===== src/rtl/me_pkg.sv =====
// Shared types, width helpers and constants for the block-matching motion search engine.
package me_pkg;

  typedef enum logic [1:0] {
    ST_IDLE,
    ST_RUN,
    ST_DRAIN,
    ST_DONE
  } me_state_t;

  // Wide enough for any SAD width; users slice the low bits they need.
  localparam logic [63:0] ME_SAD_INIT = '1;

  function automatic int sad_w(input int pix_w, input int blk_n);
    return pix_w + 2 * $clog2(blk_n);
  endfunction

  function automatic int mv_w(input int srch_p);
    return $clog2(srch_p) + 1;
  endfunction

endpackage


===== src/rtl/me_sad_pe.sv =====
// Absolute-difference accumulator for one candidate; clear has priority and the sum saturates.
module me_sad_pe #(
  parameter int PIX_W = 8,
  parameter int ACC_W = 16
) (
  input  logic             clock,
  input  logic             reset_n,
  input  logic             i_clr,
  input  logic             i_en,
  input  logic [PIX_W-1:0] i_a,
  input  logic [PIX_W-1:0] i_b,
  output logic [ACC_W-1:0] o_acc
);

  logic [PIX_W:0]   w_diff;
  logic [PIX_W-1:0] w_abs;
  logic [ACC_W:0]   w_sum;
  logic [ACC_W-1:0] r_acc;

  assign w_diff = {1'b0, i_a} - {1'b0, i_b};
  assign w_abs  = w_diff[PIX_W] ? PIX_W'(-w_diff) : w_diff[PIX_W-1:0];
  assign w_sum  = {1'b0, r_acc} + (ACC_W + 1)'(w_abs);

  always_ff @(posedge clock) begin
    if (!reset_n) begin
      r_acc <= '0;
    end else if (i_clr) begin
      r_acc <= '0;
    end else if (i_en) begin
      r_acc <= w_sum[ACC_W] ? '1 : w_sum[ACC_W-1:0];
    end
  end

  assign o_acc = r_acc;

endmodule


===== src/rtl/motion_search_engine.sv =====
// Full-search block-matching motion estimator: streams the reference block and search window
// from clocked ROMs, one pixel pair per cycle, and keeps the minimum-SAD candidate.
module motion_search_engine
  import me_pkg::*;
#(
  parameter int BLOCK_N  = 16,
  parameter int SEARCH_P = 8,
  parameter int PIX_W    = 8,
  parameter bit ET_EN    = 1'b1
) (
  input  logic                                                          clock,
  input  logic                                                          reset_n,
  input  logic                                                          start,
  output logic [$clog2(BLOCK_N*BLOCK_N)-1:0]                            AddressR,
  input  logic [PIX_W-1:0]                                              R,
  output logic [$clog2((BLOCK_N+2*SEARCH_P-1)*(BLOCK_N+2*SEARCH_P-1))-1:0] AddressS,
  input  logic [PIX_W-1:0]                                              S,
  output logic [sad_w(PIX_W, BLOCK_N)-1:0]                              BestDist,
  output logic signed [mv_w(SEARCH_P)-1:0]                              motionX,
  output logic signed [mv_w(SEARCH_P)-1:0]                              motionY,
  output logic                                                          busy,
  output logic                                                          completed
);

  // state    | meaning
  // ST_IDLE  | waiting for start after reset
  // ST_RUN   | issuing one ref/window address pair per cycle for the current candidate
  // ST_DRAIN | two cycles letting the last ROM read land in the accumulator
  // ST_DONE  | result held until the next accepted start

  localparam int LN   = $clog2(BLOCK_N);
  localparam int WIN  = BLOCK_N + 2 * SEARCH_P - 1;
  localparam int AW_S = $clog2(WIN * WIN);
  localparam int SADW = sad_w(PIX_W, BLOCK_N);
  localparam int MVW  = mv_w(SEARCH_P);
  localparam logic signed [MVW-1:0] MV_MIN   = MVW'(-SEARCH_P);
  localparam logic signed [MVW-1:0] MV_MAX   = MVW'(SEARCH_P - 1);
  localparam logic [SADW-1:0]       SAD_INIT = ME_SAD_INIT[SADW-1:0];

  me_state_t             r_state;
  me_state_t             w_next;
  logic [2*LN-1:0]       r_pix;
  logic signed [MVW-1:0] r_dx;
  logic signed [MVW-1:0] r_dy;
  logic                  r_drain;
  logic                  r_vld;
  logic                  r_busy;
  logic                  r_done;
  logic [SADW-1:0]       r_best;
  logic signed [MVW-1:0] r_mvx;
  logic signed [MVW-1:0] r_mvy;
  logic [SADW-1:0]       w_acc;
  logic                  w_active;
  logic                  w_et;
  logic                  w_pix_last;
  logic                  w_cand_last;
  logic                  w_accept;
  logic                  w_issue;
  logic                  w_cand_end;
  logic                  w_update;
  logic                  w_clr;
  logic [31:0]           w_srow;
  logic [31:0]           w_scol;

  assign w_active    = (r_state == ST_RUN) || (r_state == ST_DRAIN);
  assign w_et        = ET_EN && w_active && (w_acc > r_best);
  assign w_pix_last  = &r_pix;
  assign w_cand_last = (r_dx == MV_MAX) && (r_dy == MV_MAX);

  always_ff @(posedge clock) begin
    if (!reset_n) begin
      r_state <= ST_IDLE;
    end else begin
      r_state <= w_next;
    end
  end

  always_comb begin
    w_next = r_state;
    case (r_state)
      ST_IDLE, ST_DONE: begin
        if (start) w_next = ST_RUN;
      end
      ST_RUN: begin
        if (w_et)            w_next = w_cand_last ? ST_DONE : ST_RUN;
        else if (w_pix_last) w_next = ST_DRAIN;
      end
      ST_DRAIN: begin
        if (w_cand_end) w_next = w_cand_last ? ST_DONE : ST_RUN;
      end
      default: w_next = ST_IDLE;
    endcase
  end

  // An early-terminated candidate still has a read in flight; w_issue low drops its valid.
  always_comb begin
    w_accept   = 1'b0;
    w_issue    = 1'b0;
    w_cand_end = 1'b0;
    w_update   = 1'b0;
    case (r_state)
      ST_IDLE, ST_DONE: begin
        w_accept = start;
      end
      ST_RUN: begin
        w_issue    = !w_et;
        w_cand_end = w_et;
      end
      ST_DRAIN: begin
        w_cand_end = w_et || r_drain;
        w_update   = r_drain && !w_et && (w_acc < r_best);
      end
      default: ;
    endcase
  end

  assign w_clr = w_accept || w_cand_end;

  always_ff @(posedge clock) begin
    if (!reset_n) begin
      r_pix   <= '0;
      r_dx    <= '0;
      r_dy    <= '0;
      r_drain <= 1'b0;
      r_vld   <= 1'b0;
      r_busy  <= 1'b0;
      r_done  <= 1'b0;
      r_best  <= SAD_INIT;
      r_mvx   <= '0;
      r_mvy   <= '0;
    end else begin
      r_vld  <= w_issue;
      r_busy <= w_active;
      r_done <= (r_state == ST_DONE);
      if (w_accept) begin
        r_pix   <= '0;
        r_dx    <= MV_MIN;
        r_dy    <= MV_MIN;
        r_drain <= 1'b0;
        r_best  <= SAD_INIT;
        r_mvx   <= '0;
        r_mvy   <= '0;
      end else if (w_cand_end) begin
        r_pix   <= '0;
        r_drain <= 1'b0;
        if (r_dx == MV_MAX) begin
          r_dx <= MV_MIN;
          r_dy <= r_dy + 1'b1;
        end else begin
          r_dx <= r_dx + 1'b1;
        end
      end else if (w_issue) begin
        r_pix <= r_pix + 1'b1;
      end else if (r_state == ST_DRAIN) begin
        r_drain <= 1'b1;
      end
      // Strict compare: ties keep the earlier candidate in raster order.
      if (w_update) begin
        r_best <= w_acc;
        r_mvx  <= r_dx;
        r_mvy  <= r_dy;
      end
    end
  end

  me_sad_pe #(
    .PIX_W (PIX_W),
    .ACC_W (SADW)
  ) u_sad_pe (
    .clock   (clock),
    .reset_n (reset_n),
    .i_clr   (w_clr),
    .i_en    (r_vld),
    .i_a     (R),
    .i_b     (S),
    .o_acc   (w_acc)
  );

  // Offset dx/dy by +P so the window coordinate is never negative.
  assign w_srow = 32'(r_pix[2*LN-1:LN]) + 32'(r_dy) + 32'(SEARCH_P);
  assign w_scol = 32'(r_pix[LN-1:0]) + 32'(r_dx) + 32'(SEARCH_P);

  assign AddressR  = (r_state == ST_RUN) ? r_pix : '0;
  assign AddressS  = (r_state == ST_RUN) ? AW_S'(w_srow * 32'(WIN) + w_scol) : '0;
  assign BestDist  = r_best;
  assign motionX   = r_mvx;
  assign motionY   = r_mvy;
  assign busy      = r_busy;
  assign completed = r_done;

endmodule


===== config.mk =====
export PLATFORM = sky130hd
export DESIGN_NAME = motion_search_engine
export DESIGN_NICKNAME = d
export VERILOG_FILES = /design/src/rtl/me_pkg.sv /design/src/rtl/me_sad_pe.sv /design/src/rtl/motion_search_engine.sv
export SDC_FILE = /design/constraint.sdc
export NUM_CORES = 1
export LEC_CHECK = 0
export ABC_AREA = 1
export CORE_MARGIN = 3
export CORE_UTILIZATION = 52
export CTS_CLUSTER_DIAMETER = 50
export DETAILED_ROUTE_END_ITERATION = 10
export PLACE_DENSITY = 0.75
export SLEW_MARGIN = 20
export SYNTH_ARGS = -nofsm -noshare
export SYNTH_HDL_FRONTEND = slang
export SYNTH_SLANG_ARGS = --single-unit

===== constraint.sdc =====
create_clock -name clock -period 8.1 [get_ports clock]
set_input_delay 1.62 -clock clock [delete_from_list [all_inputs] [get_ports clock]]
set_output_delay 1.62 -clock clock [all_outputs]
set_load 0.005 [all_outputs]

---- Word level (Yosys, flattened, before mapping) ----
Cells that the tools add are included.
storage, ports and cells
  register bits after elaboration ......... 62
  output and inout port bits .............. 44
  logic and storage cells ................. 84
cells by class
  add/sub/neg operators ................... 11
  multipliers ............................. 1
  $lt $le $gt $ge ......................... 2
  equality and inequality tests ........... 8
  mux-type cells .......................... 25
  bitwise operators ....................... 2
  reductions and logical operators ........ 21
operators by type and width
  cell                    number
  $mux W16                3
  $mux W4                 9
  $add A16 B8 Y17         1
  $gt A16 B16 Y1          1
  $lt A16 B16 Y1          1
  $mux W8                 2
  $add A6 B5 Y7 const B   2
  $add A5 B4 Y6           2
  $add A10 B7 Y10         1
  $mul A7 B6 Y10 const B  1
  $mux W10                1
  $mux W2                 5
  $sub A8 B8 Y9           1
  $add A4 B1 Y4 const B   2
  $add A8 B1 Y8 const B   1
  $eq A4 B4 Y1 const B    2
  $neg A8 Y8              1
  $reduce_and A8 Y1       1
  $pmux W2 S3             1
  $reduce_and A2 Y1       3
  $reduce_bool A2 Y1      3
  $reduce_or A2 Y1        3
  $eq A2 B2 Y1 const B    2
  $logic_and A1 B1 Y1     4
  11 further kinds        17

---- Longest topological paths before layout ----
  depth in word-level cells ............... 8
  depth in mapped cells ................... 24

---- Modules after synthesis ----
Synthesis repeated with hierarchy kept, for this count alone.
second synthesis, totals
  cell total of the unflattened synthesis .. 817
  area, all modules ....................... 5,803.1 µm²
modules (own cells, without submodules)
  module                times used  cells an instance  area an instance (µm²)  sequential area each (µm²)
  motion_search_engine  1           525                4,010.1                 920.9
  me_sad_pe             1           292                1,793.0                 320.3

---- Worst setup path after synthesis ----
Ideal clock, no wire load.
  path kind ............................... register to output
  start ................................... register r_dy[1]
  end ..................................... output AddressS[9]
  arrival time ............................ 4.835 ns
  data required time ...................... 6.480 ns
  path slack .............................. 1.645 ns
  stages on the path, launching flop included .. 23
  path buffers ............................ 0
  cells stage by stage .................... dfxtp_1 -> ha_1 -> ha_1 -> inv_1 -> fa_1 -> o221ai_1 -> xor2_1 -> inv_1 -> fa_1 -> fa_1 -> inv_1 -> fa_1 -> inv_1 -> fa_1 -> inv_1 -> ha_1 -> nand2_1 -> nand2_1 -> a21oi_1 -> o21bai_1 -> a21oi_1 -> nor2_1 -> nor2_1
on the way
  word-level cells in the longest chain between the ends .. 5
RTL lines
  what                    line                         RTL
  from (decl)             motion_search_engine.sv:44   logic signed [MVW-1:0] r_dy;
  from (signal assigned)  motion_search_engine.sv:148  r_dy <= r_dy + 1'b1;
  $add A5 B4 Y6           motion_search_engine.sv:180  assign w_srow = 32'(r_pix[2*LN-1:LN]) + 32'(r_dy) + 32'(SEARCH_P);
  $add A6 B5 Y7           motion_search_engine.sv:180
  $mul A7 B6 Y10          motion_search_engine.sv:184  assign AddressS = (r_state == ST_RUN) ? AW_S'(w_srow * 32'(WIN) + w_scol) : '0;
  $add A10 B7 Y10         motion_search_engine.sv:184
  $mux W10                motion_search_engine.sv:184
  to (decl)               motion_search_engine.sv:16   output logic [$clog2((BLOCK_N+2*SEARCH_P-1)*(BLOCK_N+2*SEARCH_P-1))-1:0] AddressS,
No other way between the ends.

---- Worst setup path in the final report ----
  start ................................... register r_pix[7]
  end ..................................... output AddressS[8]
on the way
  word-level cells in the longest chain between the ends .. 5
RTL lines
  what                    line                         RTL
  from (decl)             motion_search_engine.sv:42   logic [2*LN-1:0] r_pix;
  from (signal assigned)  motion_search_engine.sv:153  r_pix <= r_pix + 1'b1;
  $add A5 B4 Y6           motion_search_engine.sv:180
  $add A6 B5 Y7           motion_search_engine.sv:180
  $mul A7 B6 Y10          motion_search_engine.sv:184
  $add A10 B7 Y10         motion_search_engine.sv:184
  $mux W10                motion_search_engine.sv:184
No other way between the ends.

==> results.py <==
metrics = {
    "worst_setup_path": {
        "crit_type": "flop to output pin",
        "critPathCapture": "AddressS[8]",
        "r2r_slack_ns": 5.54,
        "r2r_start": "BestDist[15]",
        "worstSetupStartpointType": "flop",
        "startpoint": "r_pix[7]",
        "cp.required_ns": 6.48,
        "cp-end-kind": "output pin",
        "worstRegToRegCells": 12,
        "worstReg2RegEnd": "BestDist[14]",
        "worstPathArrival_ns": 6.14,
        "crit_fanout": 4,
    },
    "yosys": {
        "synth_ff_type": "dfxtp_1",
        "yosys_warnings": 0,
        "synth_edf_count": 0,
        "yosysSeqAreaShare_pct": 22.3,
        "syn_inst": 745,
        "ys_types": 41,
        "synth_area_um2": 5570,
        "syn_nets": 865,
        "synthArstFlopShare_pct": 0,
        "syn_avg_cell_area_um2": 7.47,
        "ys_ff_latch": 62,
    },
    "timing": {
        "layout_setup_ws_ns": 0.340,
        "fin_setup_tns_ns": 0,
        "fin_skew_ns": 0.0156,
        "slew_headroom_pct": 36.7,
        "layout_min_cycle_time_ns": 7.76,
        "worst_hold_slack_ns": 0.498,
        "min_period_over_period_pct": 95.8,
        "worstMarginPinSlew_ns": 0.950,
        "slew_violations": 0,
        "setup_violations": 0,
        "fmax_mhz": 129,
        "rsz0062_at_grt": "no",
        "hold_violations": 0,
    },
    "global_route": {
        "grt_max_degree": 34,
        "antenna_found_initial": 0,
        "use_met1_pct": 30.1,
        "grt_pass1_wl_um": 20900,
        "track_usage_pct": 21.6,
        "grt_busiest_layer": "met2",
        "grt_pass1_vias": 4665,
        "use_met3_pct": 3.93,
        "overflow": 0,
        "grtUsageMet2_pct": 34.3,
    },
    "finish": {
        "utilization_pct": 62.8,
        "fin_nets": 925,
        "fill_cells": 956,
        "design_area_um2": 6520,
        "final_layout_size_suffix_gt1_share_pct": 5.93,
        "area_growth_pct": 17.0,
        "antenna_cells": 0,
    },
    "floorplan": {
        "die-area_um2": 12000,
        "core_area_um2": 10400,
        "io_pins": 63,
        "die_x_um": 109,
        "die_y_um": 109,
        "num_rows": 37,
        "initial_utilization_pct": 53.7,
    },
    "drt": {
        "drt_pass1_iterations": 5,
        "drc": 0,
        "vias": 4967,
        "ant_nets": 0,
        "routed_wl_um": 12500,
        "avgRoutedWirePerCell_um": 13.3,
        "drt_iter0_drc": 245,
        "routed_via_density": 5.26,
    },
    "pwr": {
        "p_leak_nw": 3.44,
        "power_density_nw_per_um2": 252,
        "vdd_drop_max_uv": 212,
    },
    "clock_tree": {
        "path_clk_slew_ns": 0.08,
        "cts_root_buffer": "clkbuf_8",
        "clock_insertion_delay_worst_skew_ns": 0.35,
        "cts.sinks": 62,
        "cts_buffers": 9,
        "clockBufferDepth": 2,
        "htree_levels": 3,
        "cts_tree": "yes",
    },
    "min_path": {
        "min_from": "motionX[0]",
        "hp-class": "flop to flop",
    },
    "placement": {
        "place_hpwl_um": 9710,
        "place_area_um2": 6270,
        "place.gp.congestion": 0.852,
        "dpl_worst_slack_ns": 0.695,
        "port_buffers": 62,
    },
    "job": {
        "drv_cap": 0,
    },
    "status": {
        "outcome": "finished clean",
    },
}
-- synth_stat cells, drive strengths merged, types with 3 or more instances --
| library cell | instances | area [um2] |
|---|---|---|
| xnor2 | 7 | 61.3 |
| nand4 | 10 | 62.6 |
| or2 | 11 | 68.8 |
| clkbuf | 8 | 30.0 |
| ha | 74 | 926 |
| dfxtp | 62 | 1240 |
| nand2 | 142 | 583 |
| fa | 27 | 541 |
| a21oi | 58 | 302 |
| inv | 158 | 593 |
| nor2 | 42 | 173 |
| nor3b | 3 | 22.5 |
| nand3b | 5 | 50.1 |
| buf | 6 | 57.6 |
| xor2 | 23 | 201 |
| nor3 | 15 | 105 |
| o21ai | 14 | 70.1 |
| nand3 | 49 | 260 |
| o22ai | 17 | 113 |
| o21a | 3 | 22.5 |
-- power breakdown --
group | total (mW) | leakage [nW] | internal [mW] | switching [mW]
clock network | 0.334 | 0.119 | 0.211 | 0.123
registers | 0.363 | 0.502 | 0.329 | 0.0339
logic | 0.946 | 2.82 | 0.391 | 0.554
total | 1.64 | 3.44 | 0.931 | 0.711
-- how the worst min path moves through the flow --
stage,end,slack [ns],cells past startpoint
after floorplan,r_pix[4],0.47,2
after global placement,motionY[1],0.48,2
after detailed placement,motionY[1],0.48,2
after CTS,motionY[1],0.50,2
after global routing,motionX[0],0.52,2
final,motionX[0],0.50,2
-- layout make-up --
cell class | count | area, um2 | area share, %
clock inverters | 4 | 95.1 | 1.46
multi-input cells | 511 | 3640 | 55.9
inverters | 158 | 593 | 9.10
flip-flops and latches | 62 | 1240 | 19.1
well taps | 136 | 170 | 2.61
repair buffers | 63 | 628 | 9.64
clock buffers | 11 | 141 | 2.17
-- metal layers --
| layer | routed length, um | vias up |
|---|---|---|
| met5 | 0 | - |
| met4 | 177 | 0 |
| met3 | 545 | 19 |
| met2 | 5770 | 134 |
| met1 | 6050 | 2315 |
| li1 | - | 2499 |
-- stage by stage --
| step | power (mW) | std cells |
|---|---|---|
| final | 1.64 | 945 |
| after CTS | 1.65 | 944 |
| after floorplan | 1.06 | 745 |
| after global routing | 1.81 | 945 |
| after global placement | 1.26 | 929 |
| after detailed placement | 1.31 | 929 |
-- state kept, by name, summed over array words and instances (netlist names), 2 cells and up --
| name | count |
|---|---|
| r_pix | 8 |
| motionX | 4 |
| u_sad_pe.o_acc | 16 |
| r_dy | 4 |
| motionY | 4 |
| r_state | 2 |
| BestDist | 16 |
| r_dx | 4 |
-- what timing repair did --
action                                  4_1_cts  5_1_grt
gates resized for setup                       0        1
endpoints found under the setup margin        0        1
setup buffers                                 0        1
hold buffers                                  0        0
endpoints found under the hold margin         0        0
-- critical path, stage by stage, from the launching register on --
cell and delay (ns):
dfxtp_1 0.41, inv_1 0.10, ha_1 0.29, inv_1 0.04, ha_1 0.35, a21oi_1 0.19
nand2_1 0.11, xor2_1 0.21, inv_1 0.17, fa_1 0.52, fa_1 0.50, inv_1 0.06
fa_1 0.53, inv_1 0.05, fa_1 0.52, inv_1 0.04, ha_1 0.32, o21ai_0 0.10
nand2_1 0.12, nand2_1 0.08, nand2_1 0.05, a21oi_1 0.16, o21ai_0 0.11, a21oi_1 0.21
clkdlybuf4s50_1 0.53
-- kinds of logic after synthesis --
group	Yosys count	synth area share [%]
fa+ha+maj	101	26.3
flops	62	22.3
xor+xnor	30	4.72
buf+inv	172	12.2
simple gates	280	24.1
compound gates	100	10.3
-- layout by cell type (no fill, tap or decap), drive strengths merged, types with 2 or more instances in the layout --
| master | count |
|---|---|
| nor4 | 2 |
| xnor2 | 7 |
| dfxtp | 62 |
| nand3b | 5 |
| a211oi | 2 |
| clkbuf | 11 |
| fa | 27 |
| nor3b | 3 |
| nor2 | 42 |
| o21a | 3 |
| nand3 | 49 |
| a21oi | 58 |
| bufinv | 3 |
| nand4 | 10 |
| o21ai | 14 |
| nor3 | 15 |
| ha | 74 |
| clkdlybuf4s50 | 62 |
| o22ai | 17 |
| or2 | 11 |
| inv | 158 |
| nand2 | 142 |
| xor2 | 23 |
Power figures use the tool's default switching activity.
